===== src/rtl/span_raster.sv =====
// Scanline span rasteriser: walks x0..x1 on row y, emitting one pixel per cycle with interpolated depth.
// Optional build macro SPAN_CLIP_EN suppresses pixels at x >= SCREEN_W.
module span_raster #(
    parameter int XW       = 11,
    parameter int YW       = 11,
    parameter int ZW       = 16,
    parameter int FRAC     = 8,
    parameter int SCREEN_W = 640
) (
    input  logic          clk,
    input  logic          reset,
    input  logic          start,
    input  logic [XW-1:0] x0,
    input  logic [XW-1:0] x1,
    input  logic [YW-1:0] y,
    input  logic [ZW-1:0] z0,
    input  logic [ZW-1:0] z1,
    output logic          busy,
    output logic          pix_valid,
    input  logic          pix_ready,
    output logic [XW-1:0] pix_x,
    output logic [YW-1:0] pix_y,
    output logic [ZW-1:0] pix_z,
    output logic          pix_last,
    output logic          done
);

    localparam int AW = ZW + FRAC;
    localparam int CW = $clog2(AW);
    localparam logic [CW-1:0] DIV_LAST = CW'(AW - 1);

    typedef enum logic [2:0] {S_IDLE, S_SETUP, S_DIV, S_EMIT, S_DONE} state_t;
    state_t state, state_nx;

    logic [XW-1:0] lx0, lx1, cur_x, end_x, dx;
    logic [YW-1:0] ly;
    logic [ZW-1:0] lz0, lz1, zend;
    logic          dx_nz, dz_neg;
    logic [AW-1:0] acc, step, div_n;
    logic [XW-1:0] rem;
    logic [CW-1:0] cnt;

    logic          swap, dz_neg_w;
    logic [XW-1:0] sx0, sx1;
    logic [ZW-1:0] sz0, sz1, dz_mag;
    logic [XW:0]   trial;
    logic          q_bit;
    logic [XW-1:0] rem_nx;
    logic [AW-1:0] q_nx;
    logic          visible, last_px, advance;

    always_comb begin
        swap     = lx1 < lx0;
        sx0      = swap ? lx1 : lx0;
        sx1      = swap ? lx0 : lx1;
        sz0      = swap ? lz1 : lz0;
        sz1      = swap ? lz0 : lz1;
        dz_neg_w = sz1 < sz0;
        dz_mag   = dz_neg_w ? sz0 - sz1 : sz1 - sz0;
    end

    // Restoring divide step; quotient bits shift into the vacated low end of div_n.
    always_comb begin
        trial  = {rem, div_n[AW-1]};
        q_bit  = trial >= {1'b0, dx};
        rem_nx = q_bit ? trial[XW-1:0] - dx : trial[XW-1:0];
        q_nx   = {div_n[AW-2:0], q_bit};
    end

`ifdef SPAN_CLIP_EN
    localparam logic [XW:0] SCR    = SCREEN_W[XW:0];
    localparam logic [XW:0] SCR_M1 = SCR - 1'b1;
    // cur_x never passes end_x, so reaching SCREEN_W-1 means it is min(x1, SCREEN_W-1).
    always_comb begin
        visible = {1'b0, cur_x} < SCR;
        last_px = visible && (cur_x == end_x || {1'b0, cur_x} == SCR_M1);
    end
`else
    always_comb begin
        visible = 1'b1;
        last_px = cur_x == end_x;
    end
`endif

    always_ff @(posedge clk) begin
        if (reset) state <= S_IDLE;
        else       state <= state_nx;
    end

    always_comb begin
        state_nx  = state;
        busy      = 1'b0;
        done      = 1'b0;
        pix_valid = 1'b0;
        pix_last  = 1'b0;
        advance   = 1'b0;
        pix_x     = '0;
        pix_y     = '0;
        pix_z     = '0;
        case (state)
            S_IDLE:  if (start) state_nx = S_SETUP;
            S_SETUP: begin
                busy     = 1'b1;
                state_nx = (sx1 == sx0) ? S_EMIT : S_DIV;
            end
            S_DIV: begin
                busy = 1'b1;
                if (cnt == DIV_LAST) state_nx = S_EMIT;
            end
            S_EMIT: begin
                busy      = 1'b1;
                pix_valid = visible;
                pix_last  = last_px;
                pix_x     = cur_x;
                pix_y     = ly;
                pix_z     = (dx_nz && cur_x == end_x) ? zend : acc[AW-1:FRAC];
                advance   = visible ? pix_ready : 1'b1;
                if (advance && (last_px || cur_x == end_x)) state_nx = S_DONE;
            end
            S_DONE: begin
                done     = 1'b1;
                state_nx = S_IDLE;
            end
            default: state_nx = S_IDLE;
        endcase
    end

    always_ff @(posedge clk) begin
        if (reset) begin
            lx0    <= '0;
            lx1    <= '0;
            ly     <= '0;
            lz0    <= '0;
            lz1    <= '0;
            cur_x  <= '0;
            end_x  <= '0;
            dx     <= '0;
            zend   <= '0;
            dx_nz  <= 1'b0;
            dz_neg <= 1'b0;
            acc    <= '0;
            step   <= '0;
            div_n  <= '0;
            rem    <= '0;
            cnt    <= '0;
        end else begin
            case (state)
                S_IDLE: if (start) begin
                    lx0 <= x0;
                    lx1 <= x1;
                    ly  <= y;
                    lz0 <= z0;
                    lz1 <= z1;
                end
                S_SETUP: begin
                    cur_x  <= sx0;
                    end_x  <= sx1;
                    dx     <= sx1 - sx0;
                    zend   <= sz1;
                    dx_nz  <= sx1 != sx0;
                    dz_neg <= dz_neg_w;
                    acc    <= {sz0, {FRAC{1'b0}}};
                    div_n  <= {dz_mag, {FRAC{1'b0}}};
                    rem    <= '0;
                    cnt    <= '0;
                    step   <= '0;
                end
                S_DIV: begin
                    rem   <= rem_nx;
                    div_n <= q_nx;
                    cnt   <= cnt + 1'b1;
                    if (cnt == DIV_LAST) step <= dz_neg ? -q_nx : q_nx;
                end
                S_EMIT: if (advance) begin
                    cur_x <= cur_x + 1'b1;
                    acc   <= acc + step;
                end
                default: ;
            endcase
        end
    end

endmodule


===== config.mk =====
export PLATFORM = sky130hd
export DESIGN_NAME = span_raster
export DESIGN_NICKNAME = d
export VERILOG_FILES = /design/src/rtl/span_raster.sv
export SDC_FILE = /design/constraint.sdc
export NUM_CORES = 1
export LEC_CHECK = 0
export CORE_ASPECT_RATIO = 0.75
export CORE_MARGIN = 1
export CORE_UTILIZATION = 48
export CTS_CLUSTER_SIZE = 25
export DETAILED_ROUTE_END_ITERATION = 16
export PLACE_DENSITY_LB_ADDON = 0.15
export SYNTH_ARGS = -nofsm -noshare
export SYNTH_HDL_FRONTEND = slang
export SYNTH_SLANG_ARGS = --single-unit

===== constraint.sdc =====
create_clock -name clk -period 14.4 [get_ports clk]
set_input_delay 1.44 -clock clk [delete_from_list [all_inputs] [get_ports clk]]
set_output_delay 1.44 -clock clk [all_outputs]
set_load 0.02 [all_outputs]

### Word level (Yosys, flattened, before mapping)

Cells that the tools add are included.
Widths: inputs -> output; s select.

| operators by class | value |
|---|---|
| $add $sub $neg | 8 |
| magnitude comparators | 3 |
| eq/ne operators | 12 |
| mux-type cells | 30 |
| reduce and logical (&&, ||, !) cells | 10 |

Operator list:

| kind | count |
|---|---|
| $pmux 24 s2 | 3 |
| $mux 16 | 5 |
| $mux 24 | 3 |
| $mux 11 | 6 |
| $pmux 11 s2 | 2 |
| $sub 16x16->16 | 2 |
| $add 24x24->24 | 1 |
| $neg 24->24 | 1 |
| $eq 11x11->1 | 2 |
| $sub 11x11->11 | 2 |
| $lt 16x16->1 | 1 |
| $ge 12x11->1 | 1 |
| $pmux 3 s4 | 1 |
| $add 11x1->11 const B | 1 |
| $lt 11x11->1 | 1 |
| $ne 11x11->1 | 1 |
| $pmux 5 s2 | 1 |
| $mux 3 | 3 |
| $ne 2x2->1 const B | 4 |
| $eq 3x2->1 const B | 2 |
| $mux 1 | 6 |
| $reduce_and 2->1 | 3 |
| $add 5x1->5 const B | 1 |
| $eq 5x5->1 const B | 1 |
| 7 further kinds | 9 |

| storage, ports and cells | value |
|---|---|
| register bits | 207 |
| input port bits | 69 |
| output and inout port bits | 42 |

### Longest topological paths before layout

Gate-level depths: netlist of the first run.

| logic depth | value |
|---|---|
| word-level depth | 5 |
| mapped depth | 28 |
| mapped depth without buffers | 20 |

### Worst setup path after synthesis of the first run

Ideal clock, no wire load.

| timing | value |
|---|---|
| path type | register -> register |
| from | register lx0[2] |
| to | register div_n[21] |
| data arrival time | 5.112 ns |
| data required time | 14.271 ns |
| setup slack | 9.158 ns |
| stages on the path, launching flop included | 27 |
| buffers on the path | 8 |
| clock period less this slack | 5.242 ns |
| path through | dfxtp_1 > inv_1 > ha_1 > a21oi_1 > a211oi_1 > o21ai_1 > buf_6 > nand2_4 > buf_4 > clkbuf_1 > buf_1 > clkbuf_1 > clkbuf_1 > nor2_1 > a21oi_1 > ha_1 > a211oi_1 > o32ai_2 > a31oi_1 > o21ai_0 > a41o_1 > buf_2 > buf_2 > nor2_1 > a221oi_1 > a21o_1 > o211ai_2 |

| between the ends | value |
|---|---|
| cells in the longest elaborated chain, start to end | 5 |

Ends and longest elaborated chain:

| what | RTL line | source |
|---|---|---|
| start, declared | 35 | `logic [XW-1:0] lx0, lx1, cur_x, end_x, dx;` |
| start signal, assigned | 130 | `lx0 <= '0;` |
| start signal, assigned | 149 | `lx0 <= x0;` |
| $lt 11x11->1 * | 53 | `swap = lx1 < lx0;` |
| $mux 16, on equally long branches | 57, 56 |  |
| $sub 16x16->16 / $lt 16x16->1 (equally long branches) | 59, 58 |  |
| $mux 16 * | 59 | `dz_mag = dz_neg_w ? sz0 - sz1 : sz1 - sz0;` |
| $pmux 24 s2 * | 147 | `case (state)` |
| end signal, assigned | 163 | `div_n <= {dz_mag, {FRAC{1'b0}}};` |
| end signal, assigned | 170 | `div_n <= q_nx;` |
| end, declared | 39 | `logic [AW-1:0] acc, step, div_n;` |

Mark *: on every way between the ends. The rest lies on a longest branch, timed or not.
A chain may end at the register's enable or synchronous reset.

### Final worst setup path of the first run

| timing | value |
|---|---|
| from | register lx0[2] |
| to | register div_n[13] |

The elaborated chain is that of the path after synthesis.

==> impl_metrics.yaml, run 1 <==
run_status:
  status: "finished clean"
worst_setup_path:
  path_cells: "inv_1 -> ha_1 -> a21oi_1 -> a211oi_1 -> o21ai_1 -> nand2_4 -> nand2_1 -> nor2_1 -> a21oi_1 -> ha_1 -> a211oi_1 -> o32ai_2 -> a31oi_1 -> o21ai_0 -> a41o_1 -> nor2_1 -> a31o_2 -> xnor2_1 -> a222oi_1 -> nor2_1"
  path_max_fanout: 25
  critPathRequiredTime_ns: 14.81
  critical_path.top_delay_family: "compound AO/OA/AOI/OAI gates"
  slowest_stage: "a41o_1"
  cp.arrival_ns: 6.30
  slowest_delay_ns: 0.89
  r2r_slack_ns: 8.51
  critical_path_class: "reg -> reg"
  critPathBufInv: 1
  end_kind: "flip-flop"
  setup.worst_path.start_class: "flip-flop"
  crit_top_cell: "nor2_1"
cells_and_area:
  area_growth_pct: 14.1
  drive_gt1_share_pct: 4.73
  antenna_cells: 0
  nets: 2028
  n_fill_cell: 2706
clocking:
  insertion_delay_ns: 0.55
  numCtsBuffers: 24
  postCtsSetupBuffers: 0
  cts_sinks: 207
  root_buffer: "clkbuf_16"
  holdBufCountCts: 0
  cts_resized: 0
  cts_tree: "done"
  clock_tree.buffer_depth: 3
  clk_pin_slew_worst_paths_ns: 0.06
  cts-htree-levels: 1
global_route:
  grt-ovfl-total: 0
  grt.total_usage_pct: 28.6
  grt_pass1_vias: 12800
  antenna_found_initial: 0
  grt_first_pass_wirelength_um: 67600
  grt_start_max_net_pins: 90
detailed_routing:
  routed_wl_um: 41900
  drtIter0Drc: 1337
  routed.top_layer: "met4"
  wl_met2_um: 19100
  avgRoutedWirePerCell_um: 18.1
  drtPass1Iterations: 6
  drc: 0
  via_count: 13800
  drtAntennaViolNets: 0
  drt-met1-wl_um: 19100
  via_per_inst: 5.98
  wl_met3_um: 2380
sta:
  drv_slew: 0
  rsz0062_at_grt: "no"
  relSlewSlack_pct: 21.0
  clock_skew_ns: 0.0175
  tightest_slew_ns: 1.15
  hold_viol: 0
  fmax_ghz: 0.170
  final.min_clock_period_ns: 5.89
  fin_hold_ws_ns: 0.449
  finalCritPeriodShare_pct: 40.9
  finalSetupTns_ns: 0
  finalSetupViolCount: 0
  fin_ws_ns: 8.51
yosys:
  netlist_area_mm2: 0.0137
  syn_nets: 2018
  yosys.area.top_type_share_pct: 30.2
  yosysWarnings: 0
  synthTopCellsByArea: "dfxtp_1 30%, nand2_1 9.2%, a21oi_1 7.4%"
  syn_area_per_cell_um2: 7.23
  ys_seq_area_share_pct: 30.2
  synth_top_cell_by_area: "dfxtp_1"
  synth_seq_cells: 207
  synthFlopType: "dfxtp_1"
  synthArstFlopShare_pct: 0
  synth_cell_types: 85
  synth_edf_count: 0
  syn_inst: 1896
placement:
  dp_hpwl_um: 29500
  pre_cts_slack_ns: 8.57
  io_buffers: 110
  place.gp.congestion: 0.922
floorplan:
  dieHeight_um: 148
  std_cell_rows: 53
  ios: 111
  dieArea_mm2: 0.0293
  initial_core_util_pct: 48.9
  die_x_um: 197
  design.core.area_mm2: 0.0281
hold_path:
  hp-class: "reg -> reg"
power:
  powerDensity_mw_per_mm2: 154
  p_leak_nw: 5.83
  vdd_drop_max_v: 0.0000992
flow_run:
  drv_cap: 0
## area by class of cell
type                    instances  area (um^2)  share of cell area (%)
multi-input cells            1486         8790                    56.2
flip-flops and latches        207         4140                    26.5
repair buffers                125         1210                    7.76
clock buffers                  32          651                    4.16
well taps                     385          482                    3.08
inverters                      62          233                    1.49
clock inverters                12          134                   0.856
## final timing paths
| check | cells after the start | startpoint | to |
|---|---|---|---|
| setup / recovery | 20 | lx0[2] | div_n[13] |
| hold / removal | 2 | ly[1] | ly[1] |
| setup reg to reg | 20 | lx0[2] | div_n[13] |
| hold reg to reg | 2 | ly[1] | ly[1] |
## flip-flops by register name, summed over array words and instances (netlist names), 3 cells and up
signal and count:
acc 24, div_n 24, step 24, lz0 16
lz1 16, zend 16, cur_x 11, dx 11
end_x 11, lx0 11, lx1 11, ly 11
rem 11, cnt 5, state 3
## where the power goes
| group | switching, mW | internal, mW | leakage [nW] | total [mW] |
|---|---|---|---|---|
| registers | 0.0775 | 0.631 | 1.69 | 0.708 |
| clock network | 0.259 | 0.356 | 0.381 | 0.615 |
| logic | 0.680 | 0.401 | 3.76 | 1.08 |
## metrics by stage
stage               total power, mW  utilization, %  instances  cell area [um^2]
floorplan                      1.53               -       1896             13700
global placement               1.77            53.0       2265             14900
detailed placement             1.78            53.0       2265             14900
CTS                            2.40            55.8       2309             15600
global route                   2.57            55.8       2309             15600
finish                         2.40            55.8       2309             15600
## cell families after synthesis
kind of cell | after synthesis | synth area share, %
AND/OR/NAND/NOR | 772 | 25.0
AO/OA/AOI/OAI | 559 | 27.2
flip-flops | 207 | 30.2
buffers and inverters | 203 | 5.86
XOR/XNOR | 75 | 4.79
adder cells (fa/ha/maj) | 55 | 5.09
multiplexers | 25 | 1.84
## cell usage in the layout, fill, tap and decap left out, types with 8 or more instances in the layout
cell	netlist	layout
buf_4	3	15
o21ai_0	61	61
nor4_1	10	10
a21o_1	18	18
nand3_1	40	40
o21bai_1	8	8
clkbuf_16	0	24
dfxtp_1	207	207
nor3_1	37	37
inv_1	62	62
clkdlybuf4s50_1	0	109
nor2b_1	17	17
ha_1	51	51
nand2_1	335	335
o221ai_1	8	8
o21a_1	9	9
nand3b_1	9	9
a21oi_1	202	202
and3_1	13	13
o22ai_1	13	13
or2_2	8	8
nand4_1	11	11
a31oi_1	22	22
a311oi_1	29	29
or3_1	9	9
xor2_1	14	14
a211oi_1	20	20
nor2_1	210	208
o31ai_1	13	13
mux2i_1	23	23
xnor2_1	61	61
nand2b_1	24	24
a22oi_1	45	45
a221oi_1	9	9
and2_1	29	29
o211ai_1	27	27
a222oi_1	8	8
## tightest hold or removal path, cell delays in order, from the launching register on
cell,delay (ns)
dfxtp_1,0.30
nand2_1,0.05
a21oi_1,0.05
## routing by layer
metal | up-vias | GRT usage [%]
li1 | 6759 | -
met1 | 6541 | 38.9
met2 | 442 | 46.9
met3 | 76 | 3.42
met4 | 0 | 9.15
met5 | - | 0
## synthesized netlist by cell type (10+ instances only)
cell type,instances
a211oi_1,20
a21o_1,18
a21oi_1,202
a22oi_1,45
a311oi_1,29
a31oi_1,22
and2_1,29
and3_1,13
buf_1,11
clkbuf_1,118
dfxtp_1,207
ha_1,51
inv_1,62
mux2i_1,23
nand2_1,335
nand2b_1,24
nand3_1,40
nand4_1,11
nor2_1,210
nor2b_1,17
nor3_1,37
nor4_1,10
o211ai_1,27
o21ai_0,61
o22ai_1,13
o31ai_1,13
xnor2_1,61
xor2_1,14
Power figures use the tool's default switching activity.
==> inputs of run 2 (changes only) <==
- clock period: 14.4 -> 6.1 ns (I/O delays scaled with it)
==> run 2 against run 1 <==
Effect of this change: clock skew down 0.0031 ns; global-route usage up 0.25 points; sequential share of layout area about the same; non-clock buffer count up 7; clock power up 130%; via count down 0.35%; final cell count up 0.17%; final area up 0.18%; count of clock-buffer cells in the layout up 1; worst hold slack about the same; utilization up 0.10 points.
==> impl_metrics.yaml, run 2 (synthesized netlist as in run 1, its figures left out) <==
run_status:
  status: "finished clean"
clocking:
  cts-htree-levels: 1
  cts_sinks: 207
  root_buffer: "clkbuf_16"
  postCtsSetupBuffers: 0
  holdBufCountCts: 0
  cts_tree: "done"
  cts_resized: 0
  clock_tree.buffer_depth: 3
  insertion_delay_ns: 0.53
  clk_pin_slew_worst_paths_ns: 0.06
  numCtsBuffers: 23
sta:
  relSlewSlack_pct: 27.4
  fin_hold_ws_ns: 0.450
  fmax_ghz: 0.202
  clock_skew_ns: 0.0144
  finalSetupTns_ns: 0
  drv_slew: 0
  tightest_slew_ns: 1.06
  finalSetupViolCount: 0
  finalCritPeriodShare_pct: 81.3
  hold_viol: 0
  final.min_clock_period_ns: 4.96
  rsz0062_at_grt: "no"
floorplan:
  dieHeight_um: 148
  ios: 111
  die_x_um: 197
  dieArea_mm2: 0.0293
  design.core.area_mm2: 0.0281
  initial_core_util_pct: 48.9
  std_cell_rows: 53
worst_setup_path:
  reg2reg_to: "div_n[23]"
  setup.worst_path.start_class: "flip-flop"
  path_cells: "inv_1 -> ha_1 -> a21oi_1 -> o21a_1 -> nand2_4 -> nand2_1 -> nor2_1 -> a21oi_1 -> ha_1 -> a211oi_1 -> o32ai_2 -> a31oi_1 -> o21ai_0 -> buf_4 -> a41o_1 -> buf_4 -> mux2i_1 -> a31o_2 -> a311o_1 -> o221ai_1"
  worstReg2RegStart: "lx0[8]"
  slowest_stage: "a41o_1"
  critical_path_class: "reg -> reg"
  r2r_cells: 20
  slowest_delay_ns: 0.61
  path_max_fanout: 35
  end_kind: "flip-flop"
  critPathRequiredTime_ns: 6.54
  cp.arrival_ns: 5.40
  r2r_slack_ns: 1.14
hold_path:
  worstHoldEndpoint: "ly[7]"
  hold_start: "ly[7]"
  hp-class: "reg -> reg"
  hold_path_depth: 2
global_route:
  grt-ovfl-total: 0
  grt_pass1_vias: 12900
  grt_start_max_net_pins: 87
  antenna_found_initial: 0
  grt_first_pass_wirelength_um: 68200
  grt.total_usage_pct: 28.8
detailed_routing:
  drtAntennaViolNets: 0
  via_count: 13800
  drtIter0Drc: 1267
  routed_wl_um: 42000
  via_per_inst: 5.95
  drc: 0
  drtPass1Iterations: 6
  avgRoutedWirePerCell_um: 18.1
cells_and_area:
  layout_commonest_cell: "nand2_1"
  antenna_cells: 0
  fin_area_mm2: 0.0157
  final_cell_mix: "335 x nand2_1, 208 x nor2_1, 207 x dfxtp_1"
  area_growth_pct: 14.3
  post-route-util_pct: 55.9
  drive_gt1_share_pct: 5.08
  reg_top3: "acc (24), div_n (24), step (24)"
  final_cells: 2313
  nets: 2034
placement:
  placed_area_mm2: 0.0149
  dp_hpwl_um: 30000
  io_buffers: 110
  place.gp.congestion: 0.912
  dpl.cell_count: 2272
power:
  powerDensity_mw_per_mm2: 361
  vdd_drop_max_v: 0.000206
  p_leak_nw: 5.85
flow_run:
  drv_cap: 0
-- run 2: critical path, delay by kind of cell (launching register included) --
family	cells	cell delay (ns)
buf+inv	3	0.50
simple gates	3	0.61
flops	1	0.37
mux	1	0.09
fa+ha+maj	2	0.55
compound gates	11	2.76
-- run 2: worst max-delay path by stage --
stage	end	cells past startpoint	slack, ns	start
after floorplan	div_n[21]	26	0.86	lx0[2]
after global placement	div_n[23]	20	1.36	lx0[8]
after detailed placement	div_n[23]	20	1.25	lx0[8]
after CTS	div_n[23]	20	1.22	lx0[8]
after global routing	div_n[20]	20	0.60	lx0[8]
final	div_n[23]	20	1.14	lx0[8]
-- run 2: cell type report --
class,count,area (um^2)
Tap cell,385,482
Clock buffer,33,683
Inverter,62,233
Fill cell,2691,12400
Multi-Input combinational cell,1486,8790
Clock inverter,8,77.6
Timing Repair Buffer,132,1270
Sequential cell,207,4140
-- run 2: report_power, final --
group	internal [mW]	leakage, nW	total, mW	switching, mW
combinational	0.971	3.79	2.58	1.61
clock	0.822	0.372	1.41	0.593
sequential	1.49	1.69	1.67	0.184
-- run 2: per-stage QoR --
| stage | worst slack (ns) | power (mW) |
|---|---|---|
| 2_1_floorplan | 0.858 | 3.61 |
| 3_3_place_gp | 1.36 | 4.20 |
| 3_5_place_dp | 1.25 | 4.23 |
| 4_1_cts | 1.22 | 5.65 |
| 5_1_grt | 0.600 | 6.05 |
| 6_report | 1.14 | 5.67 |
-- run 2: metal layers --
| layer | vias up | track usage (%) | share of wire, % |
|---|---|---|---|
| li1 | 6777 | - | - |
| met4 | 0 | 8.76 | 2.8 |
| met5 | - | 0 | 0 |
| met3 | 74 | 3.22 | 5.4 |
| met2 | 423 | 48.1 | 46 |
| met1 | 6496 | 39.0 | 46 |
==> inputs of run 3 (changes only) <==
- clock period: 6.1 -> 4.3 ns (I/O delays scaled with it)
==> run 3 against run 2 <==
Effect of this change: worst hold slack got worse by 0.049 ns; largest power group unchanged; final area rose by 4.5%; critical path depth fell by 4; via count rose by 2.1%.
==> impl_metrics.yaml, run 3 (synthesized netlist as in run 1, its figures left out) <==
run_status:
  status: "finished clean"
worst_setup_path:
  worstReg2RegStart: "lx0[10]"
  cp.arrival_ns: 4.52
  r2r_cells: 16
  slowest_stage: "a221o_1"
  path_cells: "inv_1 -> ha_4 -> nand3_2 -> a211o_1 -> a21oi_4 -> buf_4 -> nor2_2 -> a32o_1 -> a221o_1 -> a31o_1 -> a41o_2 -> buf_4 -> a211oi_1 -> a22oi_2 -> xnor2_1 -> o22ai_1"
  end_kind: "flip-flop"
  setup.worst_path.start_class: "flip-flop"
  reg2reg_to: "div_n[22]"
  critPathRequiredTime_ns: 4.70
  critical_path_class: "reg -> reg"
  crit_top_cell: "buf_4"
  path_max_fanout: 10
  slowest_delay_ns: 0.41
  critPathBufInv: 3
  critical_path.top_delay_family: "compound AO/OA/AOI/OAI gates"
  r2r_slack_ns: 0.18
detailed_routing:
  avgRoutedWirePerCell_um: 18.6
  via_count: 14100
  drtIter0Drc: 1054
  drtAntennaViolNets: 0
  routed_wl_um: 43800
  via_per_inst: 5.96
  drtPass1Iterations: 6
  drc: 0
sta:
  finalCritPeriodShare_pct: 95.8
  clock_skew_ns: 0.0198
  rsz0062_at_grt: "yes"
  finalSetupViolCount: 0
  relSlewSlack_pct: 24.1
  final.min_clock_period_ns: 4.12
  hold_viol: 0
  drv_slew: 0
  fmax_ghz: 0.243
  tightest_slew_ns: 1.14
clocking:
  root_buffer: "clkbuf_16"
  numCtsBuffers: 23
  clock_tree.buffer_depth: 3
  cts_sinks: 207
  holdBufCountCts: 0
  clk_pin_slew_worst_paths_ns: 0.06
  cts_tree: "done"
  insertion_delay_ns: 0.55
  cts-htree-levels: 1
hold_path:
  hold_path_depth: 2
  hold_start: "reset"
  hp-class: "in -> reg"
  worstHoldEndpoint: "step[5]"
placement:
  dp_hpwl_um: 31100
  io_buffers: 110
  placed_area_mm2: 0.0154
  place.gp.congestion: 0.946
cells_and_area:
  n_fill_cell: 2614
  drive_gt1_share_pct: 9.42
  nets: 2079
  antenna_cells: 0
  fin_area_mm2: 0.0164
  layout_commonest_cell: "nand2_1"
  multiInputGateArea_mm2: 0.00905
  final_cell_mix: "335 x nand2_1, 208 x nor2_1, 206 x dfxtp_1"
  post-route-util_pct: 58.4
  reg_top3: "acc (24), div_n (24), step (24)"
  area_growth_pct: 19.5
  ff_latch_area_mm2: 0.00415
global_route:
  grt.total_usage_pct: 29.7
  grt_pass1_vias: 13100
  grt-ovfl-total: 0
  grt_first_pass_wirelength_um: 70100
  antenna_found_initial: 1
  grt_start_max_net_pins: 112
floorplan:
  die_x_um: 197
  std_cell_rows: 53
  ios: 111
  design.core.area_mm2: 0.0281
  initial_core_util_pct: 48.9
  dieArea_mm2: 0.0293
  dieHeight_um: 148
power:
  powerDensity_mw_per_mm2: 535
  p_leak_nw: 6.18
  vdd_drop_max_v: 0.000378
  power_mw: 8.77
flow_run:
  drv_cap: 0
[run 3: area by class of cell]
cell class              count  area share, %
clock buffers              30           4.04
clock inverters            12           1.24
inverters                  62           1.42
multi-input cells        1487           55.2
flip-flops and latches    207           25.3
well taps                 385           2.94
repair buffers            176           9.85
[run 3: worst max path at each step]
stage	slack, ns	from	end	depth (start not counted)
final	0.18	lx0[10]	div_n[22]	16
after global routing	-0.05	lx0[10]	div_n[22]	19
after CTS	0.06	lx0[10]	div_n[22]	19
after detailed placement	0.12	lx0[10]	div_n[22]	19
after global placement	0.18	lx0[10]	div_n[22]	19
after floorplan	0.002	lx0[6]	div_n[12]	27
[run 3: through the flow]
step | TNS (ns) | setup WS [ns] | cells | hold WS (ns)
6_report | 0 | 0.180 | 2359 | 0.400
5_1_grt | -0.0884 | -0.0468 | 2359 | 0.430
4_1_cts | 0 | 0.0628 | 2353 | 0.414
3_5_place_dp | 0 | 0.122 | 2311 | 0.443
3_3_place_gp | 0 | 0.179 | 2311 | 0.439
2_1_floorplan | 0 | 0.00216 | 1896 | 0.432
[run 3: repair_timing]
item,4_1_cts,5_1_grt
gates resized for setup,0,25
setup buffers,0,5
endpoints found under the setup margin,0,18
[run 3: report_power, final]
group / total [mW] / switching, mW / internal, mW
logic: 4.14 / 2.48 / 1.65
registers: 2.36 / 0.250 / 2.11
clock network: 2.27 / 0.879 / 1.39
[run 3: metal layers]
metal | track usage, % | up-vias | share of wire, % | wire, um
li1 | - | 6854 | - | -
met1 | 40.3 | 6643 | 45 | 19800
met2 | 48.6 | 483 | 46 | 20100
met3 | 3.99 | 84 | 5.9 | 2570
met4 | 10.0 | 2 | 3.1 | 1380
met5 | 0 | - | 0.034 | 15
